File: config.mk
export PLATFORM = sky130hd
export DESIGN_NAME = multi_packet_integrity_sb
export DESIGN_NICKNAME = d
export VERILOG_FILES = /design/src/rtl/multi_packet_integrity_sb.sv
export SDC_FILE = /design/constraint.sdc
export NUM_CORES = 1
export LEC_CHECK = 0
export ABC_AREA = 1
export CORE_MARGIN = 2
export CORE_UTILIZATION = 51
export CTS_CLUSTER_SIZE = 40
export DETAILED_ROUTE_END_ITERATION = 16
export GPL_ROUTABILITY_DRIVEN = 0
export PLACE_DENSITY = 0.86
export SYNTH_ARGS = -nofsm -noshare
export SYNTH_HDL_FRONTEND = slang
export SYNTH_SLANG_ARGS = --single-unit
export TNS_END_PERCENT = 30
File: constraint.sdc
create_clock -name clk -period 2.35 [get_ports clk]
set_input_delay 0.235 -clock clk [delete_from_list [all_inputs] [get_ports clk]]
set_output_delay 0.235 -clock clk [all_outputs]
set_load 0.02 [all_outputs]
File: src/rtl/multi_packet_integrity_sb.sv
// ---------------------------------------------------------------------------
// multi_packet_integrity_sb
//
// Data-integrity scoreboard bound alongside an in-order buffer (FIFO-class
// block with first-word-fall-through head data). It mirrors the buffer
// occupancy from the push/pop strobes and follows up to NSLOT marked
// packets through the buffer. When a marked packet leaves the buffer, the
// head data is compared against the value captured at push time. One
// registered pass/fail result is then produced. Illegal push/pop strobes
// are flagged as protocol errors.
//
// Ports:
//   clk        clock, all state updates on the rising edge
//   rst        synchronous active-high reset
//   push       buffer write strobe
//   pop        buffer read strobe
//   start      mark the packet pushed this cycle for tracking
//   data_in    buffer write data
//   data_out   buffer head data, meaningful while pop is high
//   chk_vld    pulse: a tracked packet exited on the previous edge
//   chk_pass   with chk_vld: exiting data matched the captured data
//   mismatch   pulse: chk_vld & ~chk_pass
//   err        sticky: any mismatch since reset
//   proto_err  sticky: push when full or pop when empty since reset
//   drop       pulse: a start packet was accepted but no slot was free
//   occ        modelled buffer occupancy (0..DEPTH)
//   busy       number of slots currently tracking a packet
// ---------------------------------------------------------------------------
module multi_packet_integrity_sb #(
   parameter int WIDTH  = 8,
   parameter int DEPTH  = 8,
   parameter int NSLOT  = 4,
   parameter int CNTWID = $clog2(DEPTH + 1),
   parameter int SLOTW  = $clog2(NSLOT + 1)
) (
   input  logic              clk,
   input  logic              rst,
   input  logic              push,
   input  logic              pop,
   input  logic              start,
   input  logic [WIDTH-1:0]  data_in,
   input  logic [WIDTH-1:0]  data_out,
   output logic              chk_vld,
   output logic              chk_pass,
   output logic              mismatch,
   output logic              err,
   output logic              proto_err,
   output logic              drop,
   output logic [CNTWID-1:0] occ,
   output logic [SLOTW-1:0]  busy
);

   // Per-slot tracking state. pos counts from the buffer head (1 = head),
   // so a slot is checked exactly when a pop happens while its pos is 1.
   logic [NSLOT-1:0]  slot_vld;
   logic [WIDTH-1:0]  slot_data [NSLOT];
   logic [CNTWID-1:0] slot_pos  [NSLOT];

   logic              push_ok;
   logic              pop_ok;
   logic              capture;
   logic [CNTWID-1:0] occ_next;

   logic [NSLOT-1:0]  retire;
   logic              head_hit;
   logic [WIDTH-1:0]  head_data;

   logic [NSLOT-1:0]  alloc;
   logic              alloc_found;
   logic              drop_next;

   logic [NSLOT-1:0]  vld_next;
   logic [WIDTH-1:0]  data_next [NSLOT];
   logic [CNTWID-1:0] pos_next  [NSLOT];
   logic [SLOTW-1:0]  busy_next;

   // Strobe legality and the occupancy update. A push into a full buffer is
   // refused even when a pop happens in the same cycle, because the buffer
   // itself sees the push before the pop frees a word.
   always_comb begin
      push_ok  = push && (occ < CNTWID'(DEPTH));
      pop_ok   = pop && (occ != '0);
      capture  = push_ok && start;
      occ_next = occ + CNTWID'(push_ok) - CNTWID'(pop_ok);
   end

   // Find the slot sitting at the buffer head on a pop. The pos invariant
   // guarantees at most one such slot, so the OR-style mux is safe.
   always_comb begin
      retire    = '0;
      head_data = '0;
      for (int i = 0; i < NSLOT; i++) begin
         if (pop_ok && slot_vld[i] && (slot_pos[i] == CNTWID'(1))) begin
            retire[i] = 1'b1;
            head_data = slot_data[i];
         end
      end
      head_hit = |retire;
   end

   // Lowest-index allocation among slots that are empty or being retired
   // this very cycle, so a retiring slot can be reused immediately.
   always_comb begin
      alloc       = '0;
      alloc_found = 1'b0;
      for (int i = 0; i < NSLOT; i++) begin
         if (capture && !alloc_found && (!slot_vld[i] || retire[i])) begin
            alloc[i]    = 1'b1;
            alloc_found = 1'b1;
         end
      end
      drop_next = capture && !alloc_found;
   end

   // Next slot contents. Allocation takes priority over retirement since a
   // reused slot must hold the new packet. Surviving slots step one place
   // closer to the head on every accepted pop. A new packet lands at
   // occ_next, which is the tail after this cycle's pop.
   always_comb begin
      busy_next = '0;
      for (int i = 0; i < NSLOT; i++) begin
         vld_next[i]  = slot_vld[i];
         data_next[i] = slot_data[i];
         pos_next[i]  = slot_pos[i];
         if (alloc[i]) begin
            vld_next[i]  = 1'b1;
            data_next[i] = data_in;
            pos_next[i]  = occ_next;
         end else if (retire[i]) begin
            vld_next[i] = 1'b0;
         end else if (pop_ok && slot_vld[i]) begin
            pos_next[i] = slot_pos[i] - CNTWID'(1);
         end
         if (vld_next[i]) begin
            busy_next = busy_next + SLOTW'(1);
         end
      end
   end

   // State registers and registered check outputs. Reset discards every
   // tracked packet without producing check pulses.
   always_ff @(posedge clk) begin
      if (rst) begin
         occ       <= '0;
         slot_vld  <= '0;
         chk_vld   <= 1'b0;
         chk_pass  <= 1'b0;
         mismatch  <= 1'b0;
         err       <= 1'b0;
         proto_err <= 1'b0;
         drop      <= 1'b0;
         busy      <= '0;
         for (int i = 0; i < NSLOT; i++) begin
            slot_data[i] <= '0;
            slot_pos[i]  <= '0;
         end
      end else begin
         occ       <= occ_next;
         slot_vld  <= vld_next;
         chk_vld   <= head_hit;
         chk_pass  <= head_hit && (data_out == head_data);
         mismatch  <= head_hit && (data_out != head_data);
         err       <= err || (head_hit && (data_out != head_data));
         proto_err <= proto_err || (push && !push_ok) || (pop && !pop_ok);
         drop      <= drop_next;
         busy      <= busy_next;
         for (int i = 0; i < NSLOT; i++) begin
            slot_data[i] <= data_next[i];
            slot_pos[i]  <= pos_next[i];
         end
      end
   end

`ifdef FORMAL
   // Valid slots must occupy distinct positions inside 1..occ.
   logic pos_inv_ok;

   always_comb begin
      pos_inv_ok = 1'b1;
      for (int i = 0; i < NSLOT; i++) begin
         if (slot_vld[i]) begin
            if ((slot_pos[i] == '0) || (slot_pos[i] > occ)) begin
               pos_inv_ok = 1'b0;
            end
            for (int j = i + 1; j < NSLOT; j++) begin
               if (slot_vld[j] && (slot_pos[j] == slot_pos[i])) begin
                  pos_inv_ok = 1'b0;
               end
            end
         end
      end
   end

   initial assume (rst);

   // Only legal strobes are considered when proving data integrity.
   always_comb begin
      assume (!push || (occ < CNTWID'(DEPTH)));
      assume (!pop || (occ != '0));
   end

   // The reset edge defines the first meaningful state.
   always @(posedge clk) begin
      if (!rst) begin
         assert (!mismatch);
         assert (pos_inv_ok);
      end
   end
`endif

endmodule

# --- Word level (Yosys, flattened, before mapping) ---
# Memories as Yosys holds them, arrays and structs flattened.
# Cells that the tools add are included.
totals:
  output_inout_bits: 13
  latch_bits: 0
  mem_bits_ro: 0
  ramBits: 48
  mem_count: 2
  register_bits: 17
  in_bits: 21
op_classes:
  div: 0
  magnitude_cmp: 1
  addsub: 9
  muxes: 54
  mul: 0
  n_reduce_logical: 42
  n_bitwise: 8
  n_eq_ne: 6
  n_shift: 0
memory_table:
  columns: ["memory", "depth", "word_bits", "read_ports", "rd_clocked_by_memory_dff", "write_ports", "line_no", "source"]
  rows:
  - ["slot_data", 4, 8, 4, 0, 4, "56", "logic [WIDTH-1:0] slot_data [NSLOT];"]
  - ["slot_pos", 4, 4, 4, 0, 4, "57", "logic [CNTWID-1:0] slot_pos [NSLOT];"]
ops:
  columns: ["cell", "count"]
  rows:
  - ["2-to-1 mux 8 bit", 12]
  - ["2-to-1 mux 4 bit", 16]
  - ["logical AND 1 bit", 23]
  - ["2-to-1 mux 1 bit", 23]
  - ["equality test 4 x 1 -> 1 bit (second input constant)", 4]
  - ["subtractor 4 x 1 -> 4 bit (second input constant)", 4]
  - ["zero test 1 bit", 10]
  - ["adder 3 x 1 -> 3 bit (second input constant)", 3]
  - ["2-to-1 mux 3 bit", 3]
  - ["equality test 8 bit", 1]
  - ["!= test 8 bit", 1]
  - ["OR 1 bit", 8]
  - ["logical OR 1 bit", 7]
  - ["adder 4 x 1 -> 4 bit", 1]
  - ["less-than comparator 4 bit (second input constant)", 1]
  - ["nonzero test 4 bit", 1]
  - ["OR reduction 4 bit", 1]
  - ["subtractor 4 x 1 -> 4 bit", 1]

# --- Longest topological paths before layout ---
logic_depth:
  word_depth: 22
  mapped_depth: 18
  mapped_depth_nobuf: 18

# --- Worst setup path before layout ---
# Ideal clock, no wire load.
synth_path:
  path_kind: "register to register"
  startpoint: "register occ[3]"
  endpoint: "register busy[1]"
  synth_period_minus_slack_ps: 2522
  setup_ps: 121
  t_arrival_ps: 2400
  path_buffers: 0
  path_slack_ps: -172
  stages_incl_launch_ff: 15
  required_time_ps: 2229
  cell_sequence: "dfxtp_1 inv_1 ha_1 a21boi_4 nand3_2 nand2_1 nor2_1 nor2_1 ha_1 inv_1 xor2_1 inv_1 ha_1 nand2_1 o21ai_0"
synth_via:
  elab_chain_len: 22
  elab_cells_between_ends: 52
  classes_between: "3 x add/sub; 1 x order compare; 22 x mux; 26 x reduce/logical"
synth_lines:
  columns: ["element", "line_no", "source"]
  rows:
  - ["from (decl)", "49", "output logic [CNTWID-1:0] occ,"]
  - ["from (signal assigned)", "158", "occ <= occ_next;"]
  - ["branches (longest 21 deep; another with less-than comparator 4 bit)", null, null]
  - ["2-to-1 mux 3 bit *", "134", "if (vld_next[i]) begin"]
  - ["to (signal assigned)", "166", "busy <= busy_next;"]
  - ["to (decl)", "50", "output logic [SLOTW-1:0] busy"]
# Every way passes the cells marked *.
# A chain may end at the register's enable or synchronous reset.

==> results.py <==
metrics = {
    "global_routing": {
        "overflow": 0,
        "met1_usage_pct": 29.9,
        "busiest_layer": "met2",
        "grt_start_max_net_pins": 32,
        "grt_pass1_wl_mm": 13.7,
        "use_met2_pct": 37.0,
        "grt_usage_pct": 23.5,
        "antenna_found_initial": 0,
        "use_met3_pct": 5.49,
        "first_global_vias": 3190,
    },
    "route": {
        "dr.first_iter.drc_count": 255,
        "drc_errors": 0,
        "wire_per_inst_um": 14.5,
        "routed_wl_mm": 9.19,
        "drtPass1Iterations": 7,
        "num_vias": 3500,
        "antenna_left": 0,
        "viasPerCell": 5.54,
    },
    "placed_design": {
        "dp_hpwl_mm": 5.83,
        "place_ws_ps": -207,
        "io_buffers": 33,
        "dp.cells": 608,
    },
    "cts": {
        "htreeDepth": 3,
        "cts_buffers": 9,
        "cts.sinks": 65,
        "root_buffer": "clkbuf_8",
        "path_clk_slew_ps": 70,
        "cts_tree": "yes",
        "clk_latency_ps": 350,
        "cts_buffer_depth": 2,
    },
    "cells_and_area": {
        "drive_gt1_share_pct": 18.7,
        "layout_commonest_cell": "nand2_1",
        "fin_util_pct": 69.5,
        "mostFrequentLayoutCells": "nand2_1 (112), inv_1 (62), dfxtp_1 (61), a21oi_1 (43), nor2_1 (39)",
        "diodes": 0,
        "instances_no_fill": 632,
        "regArea_um2": 1310,
        "area_delta_synth_final_pct": 30.4,
        "multiInputGateArea_um2": 1940,
        "nets": 588,
        "fillCellCount": 442,
    },
    "timing": {
        "max_freq_ghz": 0.429,
        "relSlewSlack_pct": 70.9,
        "skew_ps": 12.4,
        "finalSetupTns_ps": 0,
        "hold_viol_final": 0,
        "hold_ws_ps": 451,
        "drv_slew": 0,
        "layout_min_cycle_time_ps": 2330,
        "setup_ws_ps": 17.2,
        "setup_viol": 0,
        "rsz0062_at_grt": "true",
        "worst_slew_pin_slew_ps": 436,
        "final.period_utilization_pct": 99.3,
    },
    "yosys": {
        "syn-mean-instance-area_um2": 6.97,
        "synth_cells": 488,
        "ys_ff_latch": 65,
        "syn-cell-area_um2": 3400,
        "yosysSeqAreaShare_pct": 38.2,
        "synth_top_area_share_pct": 38.2,
        "ys_top_cells_by_area": "dfxtp_1 (38%), nand2_1 (13%), inv_1 (7.8%)",
        "yosys_warnings": 0,
        "synth_cell_types": 33,
        "synth_nets": 526,
        "synth_area_leader_cell": "dfxtp_1",
    },
    "setup_path": {
        "path_class": "register to register",
        "critPathMostFrequentCell": "ha_4",
        "cp_top_family": "adder cells",
        "path_depth": 12,
        "reg2reg_to": "slot_pos[0][2]",
        "reg2reg_depth": 12,
        "arrival_ps": 2610,
        "cpPeakStageDelay_ps": 370,
        "crit_path_max_fanout": 3,
        "critPathBufInv": 4,
        "crit_start": "occ[3]",
        "crit_path_top_delay_cell": "fa_2",
        "cp_data_required_time_ps": 2620,
        "path_cells": "inv_4 > ha_4 > a21boi_4 > ha_4 > inv_4 > ha_4 > inv_2 > fa_2 > xnor2_2 > buf_4 > nand2_2 > a31oi_1",
        "endpoint": "slot_pos[0][2]",
        "reg2reg_setup_slack_ps": 20,
        "r2r_start": "occ[3]",
        "end_kind": "register",
        "setup.worst_path.start_class": "register",
    },
    "floorplanning": {
        "core_um2": 6390,
        "initial_core_util_pct": 53.3,
        "rows": 29,
        "die_area_um2": 7340,
        "fp.dieW_um": 85.7,
        "die_h_um": 85.7,
        "design.portCount": 34,
    },
    "hold_path": {
        "hp-class": "register to register",
    },
    "power": {
        "p_per_area_nw_per_um2": 820,
        "ir_drop_mv": 0.653,
        "cellLeakagePower_nw": 1.86,
    },
    "job": {
        "drv_cap": 0,
    },
    "run_status": {
        "status": "finished clean",
    },
}
-- state kept, by name, summed over array words and instances, names as in the netlist --
register	flops
slot_data	32
chk_vld	1
proto_err	1
err	1
slot_pos	16
slot_vld	4
mismatch	1
occ	4
chk_pass	1
busy	3
drop	1
-- through the flow --
step / area (um2) / total power, mW
global route: 4440 / 3.80
CTS: 4200 / 3.37
floorplan: 3420 / 1.90
global placement: 3970 / 2.27
detailed placement: 3970 / 2.32
finish: 4440 / 3.64
-- Yosys cell counts --
library cell	number
clkbuf_1	5
o211ai_1	4
ha_1	16
a21oi_4	1
nor2_2	3
a31oi_1	6
nand4_4	1
nand2_4	1
o21ai_1	2
fa_1	1
nand3_1	24
a21boi_4	1
nand3b_1	1
buf_2	3
nor2_4	3
xor2_1	7
a21oi_1	46
buf_4	5
dfxtp_1	65
o21ai_0	37
nor2_1	45
nor3b_1	1
nand2_1	122
o22ai_1	3
buf_1	2
nand3_2	1
inv_2	1
inv_1	71
nand2_2	2
nand4_1	1
xnor2_1	3
nor3_1	3
o21a_1	1
-- repair_timing --
| item | 4_1_cts | 5_1_grt |
|---|---|---|
| setup endpoints to repair | 9 | 36 |
| resized for setup | 7 | 52 |
| gates cloned | 0 | 0 |
| setup buffers | 0 | 8 |
| pin swaps | 0 | 22 |
| hold buffers | 0 | 0 |
-- layer usage --
layer  part of all wire [%]  vias to the layer above
met5                      0                        -
met4                    3.1                        0
met3                    7.8                       36
met2                     48                      173
met1                     41                     1611
li1                       -                     1680
-- cells by family after synthesis --
kind of cell / Yosys count / share of synthesized area, %
flip-flops: 65 / 38.2
XOR/XNOR: 10 / 2.57
adder cells (fa/ha/maj): 17 / 6.47
AND/OR/NAND/NOR: 208 / 26.2
buffers and inverters: 87 / 10.3
AO/OA/AOI/OAI: 101 / 16.3
-- final cells by class --
| type | count | share of cell area (%) |
|---|---|---|
| clock buffer | 14 | 3.89 |
| clock inverter | 2 | 0.789 |
| inverter | 72 | 6.34 |
| multi-input combinational | 336 | 43.8 |
| sequential | 65 | 29.5 |
| tap | 77 | 2.17 |
| timing repair buffer | 66 | 13.5 |
-- how the worst min path moves through the flow --
stage | from | to | slack (ps) | cells past startpoint
after floorplan | rst | occ[2] | 310 | 1
after global placement | slot_data[1][1] | slot_data[1][1] | 430 | 2
after detailed placement | slot_data[1][0] | slot_data[1][0] | 450 | 2
after CTS | slot_data[1][4] | slot_data[1][4] | 450 | 2
after global routing | slot_data[1][0] | slot_data[1][0] | 480 | 2
final | slot_data[1][3] | slot_data[1][3] | 450 | 2
-- worst min-delay path, stage by stage, from the launching register on --
cell and delay (ps):
dfxtp_1 300, inv_1 60, a21oi_1 50
-- power breakdown --
part / internal, mW / total [mW] / switching, mW
combinational: 0.601 / 1.34 / 0.736
clock: 0.577 / 1.01 / 0.433
sequential: 1.21 / 1.29 / 0.0864
Note: power is estimated with default switching activity, not from simulation.
